## src/rtl/dm_access_pkg.sv

```systemverilog
`default_nettype none
// ============================================================================
//  Module      : dm_access_pkg
//  Description : Shared size encodings, FSM states and request error check
//                for the data-memory access unit.
//  Revision    : 1.0 - initial release
// ============================================================================
package dm_access_pkg;

    localparam logic [1:0] SZ_BYTE = 2'b00;
    localparam logic [1:0] SZ_HALF = 2'b01;
    localparam logic [1:0] SZ_WORD = 2'b10;

    typedef enum logic [1:0] {
        IDLE = 2'd0,
        RD   = 2'd1,
        WR   = 2'd2,
        DONE = 2'd3
    } state_t;

    // Reserved size, misalignment, or an out-of-range address (flag from caller).
    function automatic logic req_error(input logic [1:0] size,
                                       input logic [1:0] addr_lo,
                                       input logic       out_of_range);
        logic e;
        e = out_of_range;
        case (size)
            SZ_BYTE: e = e;
            SZ_HALF: e = e | addr_lo[0];
            SZ_WORD: e = e | (addr_lo != 2'b00);
            default: e = 1'b1;
        endcase
        return e;
    endfunction

endpackage
`default_nettype wire

```

## src/rtl/dm_lane_merge.sv

```systemverilog
`default_nettype none
// ============================================================================
//  Module      : dm_lane_merge
//  Description : Byte/half lane insert for stores and lane extract with
//                sign/zero extension for loads.
//  Revision    : 1.0 - initial release
// ============================================================================
module dm_lane_merge
    import dm_access_pkg::*;
#(
    parameter int LITTLE_END = 1
) (
    input  logic [31:0] old_word,
    input  logic [31:0] wdata,
    input  logic [1:0]  size,
    input  logic [1:0]  lane,
    input  logic        ld_unsigned,
    output logic [31:0] merged,
    output logic [31:0] load_data
);

    logic [4:0]  w_byte_sh;
    logic [4:0]  w_half_sh;
    logic [4:0]  w_sh;
    logic [31:0] w_mask;
    logic [31:0] w_shifted;

    generate
        if (LITTLE_END != 0) begin : g_little
            assign w_byte_sh = {lane, 3'b000};
            assign w_half_sh = {lane[1], 4'b0000};
        end else begin : g_big
            assign w_byte_sh = {~lane, 3'b000};
            assign w_half_sh = {~lane[1], 4'b0000};
        end
    endgenerate

    always_comb begin
        w_sh      = (size == SZ_HALF) ? w_half_sh : w_byte_sh;
        w_mask    = ((size == SZ_HALF) ? 32'h0000_FFFF : 32'h0000_00FF) << w_sh;
        w_shifted = old_word >> w_sh;
        merged    = (old_word & ~w_mask) | ((wdata << w_sh) & w_mask);
        load_data = old_word;
        case (size)
            SZ_BYTE: load_data = {{24{~ld_unsigned & w_shifted[7]}}, w_shifted[7:0]};
            SZ_HALF: load_data = {{16{~ld_unsigned & w_shifted[15]}}, w_shifted[15:0]};
            default: begin
                merged    = wdata;
                load_data = old_word;
            end
        endcase
    end

endmodule
`default_nettype wire

```

## src/rtl/dm_access_unit.sv

```systemverilog
`default_nettype none
// ============================================================================
//  Module      : dm_access_unit
//  Description : Byte/half/word load-store sequencer in front of a word-wide
//                data memory; sub-word stores are read-modify-write.
//                Define DM_RANGE_CHECK_EN to flag addresses above DM_AW bits.
//  Revision    : 1.0 - initial release
// ============================================================================
module dm_access_unit
    import dm_access_pkg::*;
#(
    parameter int DM_AW      = 10,
    parameter int LITTLE_END = 1
) (
    input  logic             clk,
    input  logic             rst_n,
    input  logic             req,
    input  logic             wr,
    input  logic [1:0]       size,
    input  logic             ld_unsigned,
    input  logic [31:0]      addr,
    input  logic [31:0]      wdata,
    output logic             busy,
    output logic             done,
    output logic             err,
    output logic [31:0]      rdata,
    output logic [DM_AW-1:0] dm_addr,
    output logic [31:0]      dm_din,
    output logic             dm_we,
    input  logic [31:0]      dm_dout
);

    state_t            r_state;
    state_t            w_next;
    logic              r_wr;
    logic [1:0]        r_size;
    logic              r_uns;
    logic [DM_AW-1:0]  r_addr;
    logic [31:0]       r_wdata;
    logic [31:0]       r_word;
    logic              r_err;
    logic [31:0]       r_rdata;
    logic              w_oor;
    logic              w_req_err;
    logic [31:0]       w_old;
    logic [31:0]       w_merged;
    logic [31:0]       w_load;

`ifdef DM_RANGE_CHECK_EN
    assign w_oor = |addr[31:DM_AW];
`else
    // Upper address bits are ignored; the access wraps within the memory.
    logic w_unused_hi;
    assign w_oor       = 1'b0;
    assign w_unused_hi = ^addr[31:DM_AW];
`endif

    assign w_req_err = req_error(size, addr[1:0], w_oor);

    always_comb begin
        w_next = r_state;
        case (r_state)
            IDLE: begin
                if (req) begin
                    if (w_req_err)           w_next = DONE;
                    else if (!wr)            w_next = RD;
                    else if (size == SZ_WORD) w_next = WR;
                    else                     w_next = RD;
                end
            end
            RD:      w_next = r_wr ? WR : DONE;
            WR:      w_next = DONE;
            DONE:    w_next = IDLE;
            default: w_next = IDLE;
        endcase
    end

    always_ff @(posedge clk or negedge rst_n) begin
        if (!rst_n) begin
            r_state <= IDLE;
            r_wr    <= 1'b0;
            r_size  <= SZ_BYTE;
            r_uns   <= 1'b0;
            r_addr  <= '0;
            r_wdata <= '0;
            r_word  <= '0;
            r_err   <= 1'b0;
            r_rdata <= '0;
        end else begin
            r_state <= w_next;
            if (r_state == IDLE && req) begin
                r_wr    <= wr;
                r_size  <= size;
                r_uns   <= ld_unsigned;
                r_addr  <= addr[DM_AW-1:0];
                r_wdata <= wdata;
                r_err   <= w_req_err;
            end
            if (r_state == RD) begin
                r_word <= dm_dout;
                if (!r_wr) r_rdata <= w_load;
            end
        end
    end

    // During RD the lane logic sees live memory data so loads can be captured directly.
    assign w_old = (r_state == RD) ? dm_dout : r_word;

    dm_lane_merge #(
        .LITTLE_END (LITTLE_END)
    ) u_lane_merge (
        .old_word    (w_old),
        .wdata       (r_wdata),
        .size        (r_size),
        .lane        (r_addr[1:0]),
        .ld_unsigned (r_uns),
        .merged      (w_merged),
        .load_data   (w_load)
    );

    assign busy    = (r_state != IDLE);
    assign done    = (r_state == DONE);
    assign err     = (r_state == DONE) & r_err;
    assign dm_we   = (r_state == WR);
    assign dm_din  = w_merged;
    assign dm_addr = {r_addr[DM_AW-1:2], 2'b00};
    assign rdata   = r_rdata;

endmodule
`default_nettype wire

```

## config.mk

```make
export PLATFORM = sky130hd
export DESIGN_NAME = dm_access_unit
export DESIGN_NICKNAME = d
export VERILOG_FILES = /design/src/rtl/dm_access_pkg.sv /design/src/rtl/dm_lane_merge.sv /design/src/rtl/dm_access_unit.sv
export SDC_FILE = /design/constraint.sdc
export NUM_CORES = 1
export LEC_CHECK = 0
export ABC_AREA = 1
export CAP_MARGIN = 15
export CORE_AREA = 2 2 83 144
export CTS_BUF_LIST = sky130_fd_sc_hd__clkbuf_8
export DETAILED_ROUTE_END_ITERATION = 12
export DIE_AREA = 0 0 85 146
export DONT_BUFFER_PORTS = 1
export PLACE_DENSITY = 0.69
export SKIP_CTS_REPAIR_TIMING = 1
export SLEW_MARGIN = 20
export SYNTH_ARGS = -nofsm -noshare
export SYNTH_HDL_FRONTEND = slang
export SYNTH_SLANG_ARGS = --single-unit
```

## constraint.sdc

```tcl
create_clock -name clk -period 2 [get_ports clk]
set_clock_uncertainty 0.05 [all_clocks]
set_input_delay 0.3 -clock clk [delete_from_list [all_inputs] [get_ports clk]]
set_output_delay 0.3 -clock clk [all_outputs]
set_load 0.01 [all_outputs]
```

# Word-level counts from Yosys, hierarchy flattened
# Cells that the tools add are included.
word_totals:
  regBits: 113
  input_bits: 103
classes:
  n_eq_ne: 7
  shifts: 3
  muxes: 12
  n_bitwise: 9
  n_reduce_logical: 8
ops:
  columns: ["operator", "n"]
  rows:
  - ["bitwise AND 32 bit", 2]
  - ["two-way mux 32 bit", 2]
  - ["one-hot mux 32 bit (2 select lines)", 1]
  - ["inverter 32 bit", 1]
  - ["bitwise OR 32 bit", 1]
  - ["<< shifter 16 x 5 -> 32 bit", 1]
  - ["<< shifter 32 x 5 -> 32 bit", 1]
  - ["right shift 32 x 5 -> 16 bit", 1]
  - ["two-way mux 16 bit", 1]
  - ["two-way mux 2 bit", 4]
  - ["one-hot mux 2 bit (4 select lines)", 1]
  - ["== test 2 x 1 -> 1 bit, second input constant", 3]
  - ["== test 2 bit, second input constant", 3]
  - ["logical NOT 2 bit", 3]
  - ["two-way mux 4 bit", 1]
  - ["nonzero test 2 bit", 2]
  - ["bitwise AND 1 bit", 3]
  - ["one-hot mux 1 bit (3 select lines)", 1]
  - ["!= test 2 bit, second input constant", 1]
  - ["inverter 1 bit", 2]
  - ["AND reduction 2 bit", 1]
  - ["OR reduction 2 bit", 1]
  - ["logical AND 1 bit", 1]
  - ["two-way mux 1 bit", 1]

# Longest topological paths before layout
# Gate-level depths: netlist of run 1.
depth:
  ltp_word: 7
  mapped_depth: 14
  mapped_depth_nobuf: 12

# Modules after synthesis
# From an unflattened synthesis of run 1, not the netlist that was laid out.
hier_totals:
  hier_cells: 695
  hier_area_um2: 6331.1
modules_own_cells:
  columns: ["module", "n_inst", "cells_each", "area_each_um2"]
  rows:
  - ["dm_access_unit", 1, 359, 4679.5]
  - ["dm_lane_merge", 1, 336, 1651.6]

# Least setup slack after synthesis of run 1
# OpenSTA, ideal clock, no wires.
synth_timing:
  path_type: "reg-to-output"
  from: "register r_state[1]"
  to: "output port dm_din[28]"
  arrival_time_ns: 1.593
  required_time_ns: 1.650
  slack_ns: 0.057
  path_stages_with_launch: 9
  cell_sequence: "dfrtp_1 inv_1 ha_1 buf_4 buf_2 nand2_1 nand2_1 o21ai_0 o21ai_0"
synth_via:
  elab_chain_cells: 5
synth_lines:
  columns: ["element", "line_no", "text"]
  rows:
  - ["start: declaration", "dm_access_unit.sv:33", "state_t r_state;"]
  - ["start signal: assignment", "dm_access_unit.sv:90", "r_state <= w_next;"]
  - ["== test 2 x 1 -> 1 bit", "dm_access_unit.sv:107", "assign w_old = (r_state == RD) ? dm_dout : r_word;"]
  - ["two-way mux 32 bit", null, null]
  - ["named net u_lane_merge.old_word[28]", "dm_lane_merge.sv:13", "input logic [31:0] old_word,"]
  - ["bitwise AND 32 bit", "dm_lane_merge.sv:42", "merged = (old_word & ~w_mask) | ((wdata << w_sh) & w_mask);"]
  - ["bitwise OR 32 bit", "dm_lane_merge.sv:42", null]
  - ["two-way mux 32 bit", "dm_lane_merge.sv:44", "case (size)"]
  - ["end: declaration", "dm_access_unit.sv:28", "output logic [31:0] dm_din,"]
# The timed path passes the listed nets, and every way through them passes these cells.

# Final worst setup path of run 1
layout_timing:
  from: "register r_state[0]"
  to: "output port dm_din[21]"
# The elaborated chain is that of the path after synthesis.

==> impl_metrics.yaml, run 1 <==
critical_path:
  cp-end-kind: "output pin"
  setup.worst_path.class: "reg2out"
  timing.critical_path.required_ns: 1.65
  maximum_fanout_along_the_worst_path: 15
  cp_arrival_ns: 1.98
  critPathLaunchType: "flip-flop"
global_route:
  antenna_found_initial: 0
  first_pass_grt_wire_length_um: 27200
  grtUsageTotal_pct: 28.4
  grt_start_max_net_pins: 114
  overflow: 0
  via_count_of_the_first_global_routing_pass: 5239
run:
  maxCapViolations: 0
power_and_ir_drop:
  totalPowerFinal_mw: 16.6
  power_leakage_nw: 3.88
  p_per_area_nw_per_um2: 2090
  vdd_drop_max_mv: 1.28
sta:
  grt_setup_unrepaired: "true"
  finalHoldViolCount: 121
  layout_min_cycle_time_ns: 2.33
  timing.final.ws_setup_ns: -0.332
  worst_case_hold_slack_ns: -0.511
  worst_slew_pin_slew_ns: 0.608
  final_max_slew_viol_count: 0
  period_share_pct: 117
  fmax_ghz: 0.429
  timing.max_slew.rel_slack_pct: 59.1
  finish_stage_setup_viols: 32
logic_synthesis:
  synth.ff_latch_count: 113
  synth_async_sr_flop_share_pct: 100
  syn-instance-count: 769
  yosysWarningCount: 0
  ys_types: 33
  yosysSeqAreaShare_pct: 46.7
  synth-edff-count: 0
  synth.avg_cell_area_um2: 7.87
  synth_top_flop_cell: "sky130_fd_sc_hd__dfrtp_1"
  synth_area_um2: 6050
routing:
  drt-initial-drc-count: 379
  final_antenna_net_count: 0
  detail_route.drc_violations: 0
  wire_per_inst_um: 19.1
  routed_wirelength_um: 19500
  drt-vias-per-instance: 5.61
  routed-via-count: 5697
  drt_pre_antenna_iters: 6
clocking:
  htreeDepth: 4
  cts_buffers: 17
  clock_transition_time_at_the_flip_flop_clock_pins_of_the_worst_setup_and_hold_paths_ns: 0.08
  clock_path_buffers: 2
  clk_root_buffer_cell: "sky130_fd_sc_hd__clkbuf_8"
  clock_latency_ns: 0.45
  tritoncts: "yes"
  clkSinkCount: 113
placed_design:
  place.detailed.hpwl_um: 13000
  placement.io_buffers: 0
  globalplace.congestion: 0.913
hold_path:
  holdCritPathClass: "in2async"
status:
  outcome: "complete, but fails checks"
  violated_checks: "hold timing, setup timing"
die:
  fp.coreArea_um2: 11200
  initial_cell_density_of_the_core_pct: 54.2
  die_y_um: 146
  die_width_um: 85
  rows: 51
  dieArea_um2: 12400
  top_level_ports: 181
layout:
  flow.area_growth_from_synthesis_pct: 31.3
  antenna_cells_inserted: 0
  fin_nets: 979
  drive_gt1_share_pct: 31.1
[worst max-delay path, stage by stage (launching register included)]
cell and delay, ns:
sky130_fd_sc_hd__dfrtp_1 0.41, sky130_fd_sc_hd__ha_4 0.20, sky130_fd_sc_hd__inv_4 0.11, sky130_fd_sc_hd__clkbuf_16 0.19
sky130_fd_sc_hd__nand2_1 0.10, sky130_fd_sc_hd__nand2_4 0.12, sky130_fd_sc_hd__nand2_1 0.08, sky130_fd_sc_hd__a31oi_1 0.16
sky130_fd_sc_hd__buf_4 0.16
[layout by cell type, fill, tap and decap left out, types with 3 or more instances in the layout]
cell type                         n
sky130_fd_sc_hd__nand2_2         30
sky130_fd_sc_hd__nor2_1          46
sky130_fd_sc_hd__o2111ai_1        3
sky130_fd_sc_hd__dfrtp_1        112
sky130_fd_sc_hd__o21ai_1         16
sky130_fd_sc_hd__clkinvlp_4       6
sky130_fd_sc_hd__o211ai_1        11
sky130_fd_sc_hd__a31oi_1          6
sky130_fd_sc_hd__a21oi_2          6
sky130_fd_sc_hd__or2_2           17
sky130_fd_sc_hd__a21oi_4          3
sky130_fd_sc_hd__inv_1           64
sky130_fd_sc_hd__o21ai_2         27
sky130_fd_sc_hd__buf_6           11
sky130_fd_sc_hd__nand2_1        204
sky130_fd_sc_hd__ha_1             4
sky130_fd_sc_hd__dlygate4sd3_1   39
sky130_fd_sc_hd__nand3_1         40
sky130_fd_sc_hd__mux2_2          32
sky130_fd_sc_hd__a21oi_1         37
sky130_fd_sc_hd__buf_4           73
sky130_fd_sc_hd__clkbuf_8        19
sky130_fd_sc_hd__buf_8            3
sky130_fd_sc_hd__buf_12           6
sky130_fd_sc_hd__o21a_1           4
sky130_fd_sc_hd__o21ai_0         16
sky130_fd_sc_hd__nand2_4          4
sky130_fd_sc_hd__inv_2           14
[cells in the mapped netlist (2+ instances only)]
| cell type | instances | area share (%) |
|---|---|---|
| sky130_fd_sc_hd__nand2_2 | 3 | 0.31 |
| sky130_fd_sc_hd__inv_1 | 72 | 4.5 |
| sky130_fd_sc_hd__a21oi_2 | 4 | 0.58 |
| sky130_fd_sc_hd__buf_4 | 13 | 1.6 |
| sky130_fd_sc_hd__nand2_1 | 236 | 15 |
| sky130_fd_sc_hd__ha_1 | 5 | 1.0 |
| sky130_fd_sc_hd__buf_1 | 2 | 0.12 |
| sky130_fd_sc_hd__o21ai_1 | 6 | 0.50 |
| sky130_fd_sc_hd__or2_2 | 17 | 1.8 |
| sky130_fd_sc_hd__clkbuf_1 | 22 | 1.4 |
| sky130_fd_sc_hd__dfrtp_1 | 113 | 47 |
| sky130_fd_sc_hd__inv_2 | 7 | 0.43 |
| sky130_fd_sc_hd__a31oi_1 | 8 | 0.83 |
| sky130_fd_sc_hd__o2111ai_1 | 3 | 0.43 |
| sky130_fd_sc_hd__nand3_1 | 41 | 3.4 |
| sky130_fd_sc_hd__buf_2 | 14 | 1.2 |
| sky130_fd_sc_hd__o21a_1 | 4 | 0.50 |
| sky130_fd_sc_hd__a21oi_1 | 42 | 3.5 |
| sky130_fd_sc_hd__nor2_1 | 47 | 2.9 |
| sky130_fd_sc_hd__mux2_2 | 32 | 6.0 |
| sky130_fd_sc_hd__o21ai_0 | 54 | 4.5 |
| sky130_fd_sc_hd__buf_6 | 3 | 0.56 |
| sky130_fd_sc_hd__o211ai_1 | 11 | 1.4 |
[logic make-up (layout without fill, tap and decap cells)]
group           Yosys count  count (layout)  synth area share [%]
fa+ha+maj                 5               5                  1.03
compound gates          134             134                  12.4
mux                      32              32                  5.95
flops                   113             113                  46.7
buf+inv                 134             247                  9.78
other cells               1               2                0.0619
simple gates            350             351                  24.1
[flip-flops by register name (all words and copies together) (netlist names)]
register,cells
rdata,32
r_wr,1
r_size,2
r_addr,10
r_word,32
r_wdata,32
r_state,2
r_uns,1
r_err,1
[through the flow]
step / setup WS (ns) / instances / setup TNS, ns / cell area (um^2) / utilization (%)
floorplan: 0.0569 / 770 / 0 / 6060 / -
global placement: -0.0434 / 929 / -0.128 / 6590 / 59.0
detailed placement: -0.101 / 929 / -0.376 / 6590 / 59.0
CTS: -0.589 / 961 / -13.80 / 6990 / 62.6
global route: -0.418 / 1016 / -10.66 / 7950 / 71.2
finish: -0.332 / 1016 / -7.80 / 7950 / 71.2
[area by class of cell]
| type | instances | area [um^2] |
|---|---|---|
| Clock inverter | 13 | 136 |
| Fill cell | 816 | 3220 |
| Tap cell | 132 | 165 |
| Timing Repair Buffer | 135 | 1280 |
| Inverter | 80 | 305 |
| Multi-Input combinational cell | 524 | 2970 |
| Sequential cell | 113 | 2830 |
| Clock buffer | 19 | 262 |
[report_power, final]
part           switching [mW]  internal (mW)
logic                    5.82           4.25
registers               0.912           3.46
clock network            1.02           1.17
[worst paths after layout]
| check | from | end | slack [ns] | cells past startpoint |
|---|---|---|---|---|
| worst max-delay path | r_state[0] | dm_din[21] | -0.33 | 8 |
| worst min-delay path | rst_n | r_word[2] | -0.51 | 0 |
| worst max register to register | r_state[1] | rdata[30] | 0.05 | 12 |
| worst min register to register | r_wdata[24] | r_wdata[24] | 0.46 | 1 |
| max in group asynchronous | rst_n | r_word[18] | 2.23 | 0 |
| min in group clk | wdata[13] | r_wdata[13] | -0.04 | 2 |
[per-layer routing]
layer	wire length, um	GRT usage (%)
met1	7090	34.2
met4	1030	14.5
met3	1240	5.16
met2	10100	47.8
met5	0	0
Power figures use the tool's default switching activity.
==> run 2: changes to the inputs <==
- PLACE_DENSITY: 0.69 -> 0.75
==> run 2 against run 1 <==
Compared with the run above:
- the run still ends with hold timing, setup timing left
- fmax is 2.9% lower
- hold slack lost 0.0019 ns
- setup slack worse by 0.070 ns
- total power rose by 4.2%
- sequential power rose by 1%
- first-iteration DRC count rose by 65%
- via count increased by 6.4%
- sequential share of layout area shrank 0.89 points
- final cell count rose by 1.2%
- largest power group unchanged
- die area is the same
==> impl_metrics.yaml, run 2 (synthesis results as in run 1) <==
clocking:
  cts_buffers: 17
  clk_root_buffer_cell: "sky130_fd_sc_hd__clkbuf_8"
  clock_latency_ns: 0.45
  clock_transition_time_at_the_flip_flop_clock_pins_of_the_worst_setup_and_hold_paths_ns: 0.08
  clkSinkCount: 113
  clock_path_buffers: 2
  tritoncts: "yes"
  htreeDepth: 4
routing:
  detail_route.drc_violations: 0
  drt-initial-drc-count: 625
  final_antenna_net_count: 0
  routed_wirelength_um: 20600
  routed-via-count: 6064
  drt-vias-per-instance: 5.90
  drt_pre_antenna_iters: 9
  wire_per_inst_um: 20.1
layout:
  antenna_cells_inserted: 0
  instances_no_fill: 1028
  fin_nets: 991
  postLayoutCellArea_um2: 8150
  mostFrequentLayoutCell: "sky130_fd_sc_hd__nand2_1"
  final_cell_mix: "sky130_fd_sc_hd__nand2_1, sky130_fd_sc_hd__dfrtp_1, sky130_fd_sc_hd__buf_4"
  drive_gt1_share_pct: 32.6
  flow.area_growth_from_synthesis_pct: 34.7
power_and_ir_drop:
  p_per_area_nw_per_um2: 2130
  power_leakage_nw: 3.98
  vdd_drop_max_mv: 1.40
die:
  rows: 51
  initial_cell_density_of_the_core_pct: 54.2
  top_level_ports: 181
  fp.coreArea_um2: 11200
  die_width_um: 85
  die_y_um: 146
  dieArea_um2: 12400
sta:
  layout_min_cycle_time_ns: 2.40
  finish_stage_setup_viols: 32
  worst_case_hold_slack_ns: -0.513
  grt_setup_unrepaired: "true"
  fmax_ghz: 0.416
  timing.final.ws_setup_ns: -0.403
  period_share_pct: 120
  final_max_slew_viol_count: 0
  finalHoldViolCount: 116
global_route:
  first_pass_grt_wire_length_um: 27900
  overflow: 0
  grt_start_max_net_pins: 114
  via_count_of_the_first_global_routing_pass: 5432
  antenna_found_initial: 0
  grtUsageTotal_pct: 29.0
status:
  outcome: "complete, but fails checks"
  violated_checks: "hold timing, setup timing"
hold_path:
  holdCritPathClass: "in2async"
critical_path:
  critical_path_cell_with_the_highest_stage_delay: "sky130_fd_sc_hd__dfrtp_1"
  timing.critical_path.max_delay_family: "buffers and inverters"
  maximum_fanout_along_the_worst_path: 8
  crit_buf_inv: 4
  reg2reg_from: "r_state[1]"
  cpMostUsedCell: "sky130_fd_sc_hd__nand2_1"
  critPathLaunchType: "flip-flop"
  cp-end-kind: "output pin"
  worstSetupStartpoint: "r_state[1]"
  setup.worst_path.class: "reg2out"
  cp_arrival_ns: 2.05
  max_stage_delay_ns: 0.37
  timing.critical_path.required_ns: 1.65
  crit_chain: "inv_2 > ha_4 > inv_4 > clkbuf_16 > nand2_1 > nand2_2 > nand2_1 > a31oi_1 > buf_4"
placed_design:
  place.detailed.instances: 926
  globalplace.congestion: 0.934
  post_dp_cell_area_um2: 6590
  place.detailed.hpwl_um: 12900
  placement.io_buffers: 0
run:
  maxCapViolations: 0
==> run 2: cell count changes in the layout (fill, tap and decap cells not counted), moves of 4 or more <==
cell / before / now
sky130_fd_sc_hd__nand2_2: 30 / 36
sky130_fd_sc_hd__nand2_4: 4 / 10
sky130_fd_sc_hd__a21oi_2: 6 / 2
sky130_fd_sc_hd__buf_4: 73 / 82
sky130_fd_sc_hd__inv_2: 14 / 8
sky130_fd_sc_hd__nand2_1: 204 / 193
sky130_fd_sc_hd__a21oi_1: 37 / 42
==> run 2: final timing paths <==
| kind | endpoint | slack, ns | cells after the start |
|---|---|---|---|
| worst min register to register | r_wdata[26] | 0.46 | 1 |
| worst max register to register | rdata[9] | 0.01 | 14 |
| worst max-delay path | dm_din[21] | -0.40 | 9 |
| min in group clk | r_wdata[9] | -0.02 | 2 |
| worst min-delay path | rdata[23] | -0.51 | 0 |
| max in group asynchronous | rdata[10] | 2.22 | 0 |
==> run 2: cell type report <==
type,instances,area (um^2)
clock buffers,17,234
clock inverters,15,170
fillers,744,3010
inverters,80,318
multi-input cells,526,3040
flip-flops and latches,113,2830
well taps,132,165
repair buffers,145,1390
==> run 2: power breakdown <==
part / switching, mW / total [mW] / internal [mW]
combinational: 6.14 / 10.7 / 4.52
sequential: 0.965 / 4.42 / 3.46
clock: 1.02 / 2.24 / 1.22
==> run 2: stage by stage <==
stage / power [mW] / hold WS [ns] / util [%] / worst slack [ns] / setup TNS, ns
after floorplan: 9.39 / -0.0456 / - / 0.0569 / 0
after global placement: 12.5 / -0.0406 / 59.0 / 0.0186 / 0
after detailed placement: 12.7 / -0.0405 / 59.0 / 0.000746 / 0
after CTS: 15.0 / -0.520 / 62.7 / -0.499 / -11.63
after global routing: 18.3 / -0.531 / 73.0 / -0.480 / -11.79
final: 17.3 / -0.513 / 73.0 / -0.403 / -8.12
==> run 2: per-layer routing <==
layer	routed length (um)	track usage, %	up-vias
li1	-	-	2692
met1	7260	34.5	2862
met2	10400	47.1	387
met3	1580	6.75	123
met4	1440	17.3	0
met5	0	0	-
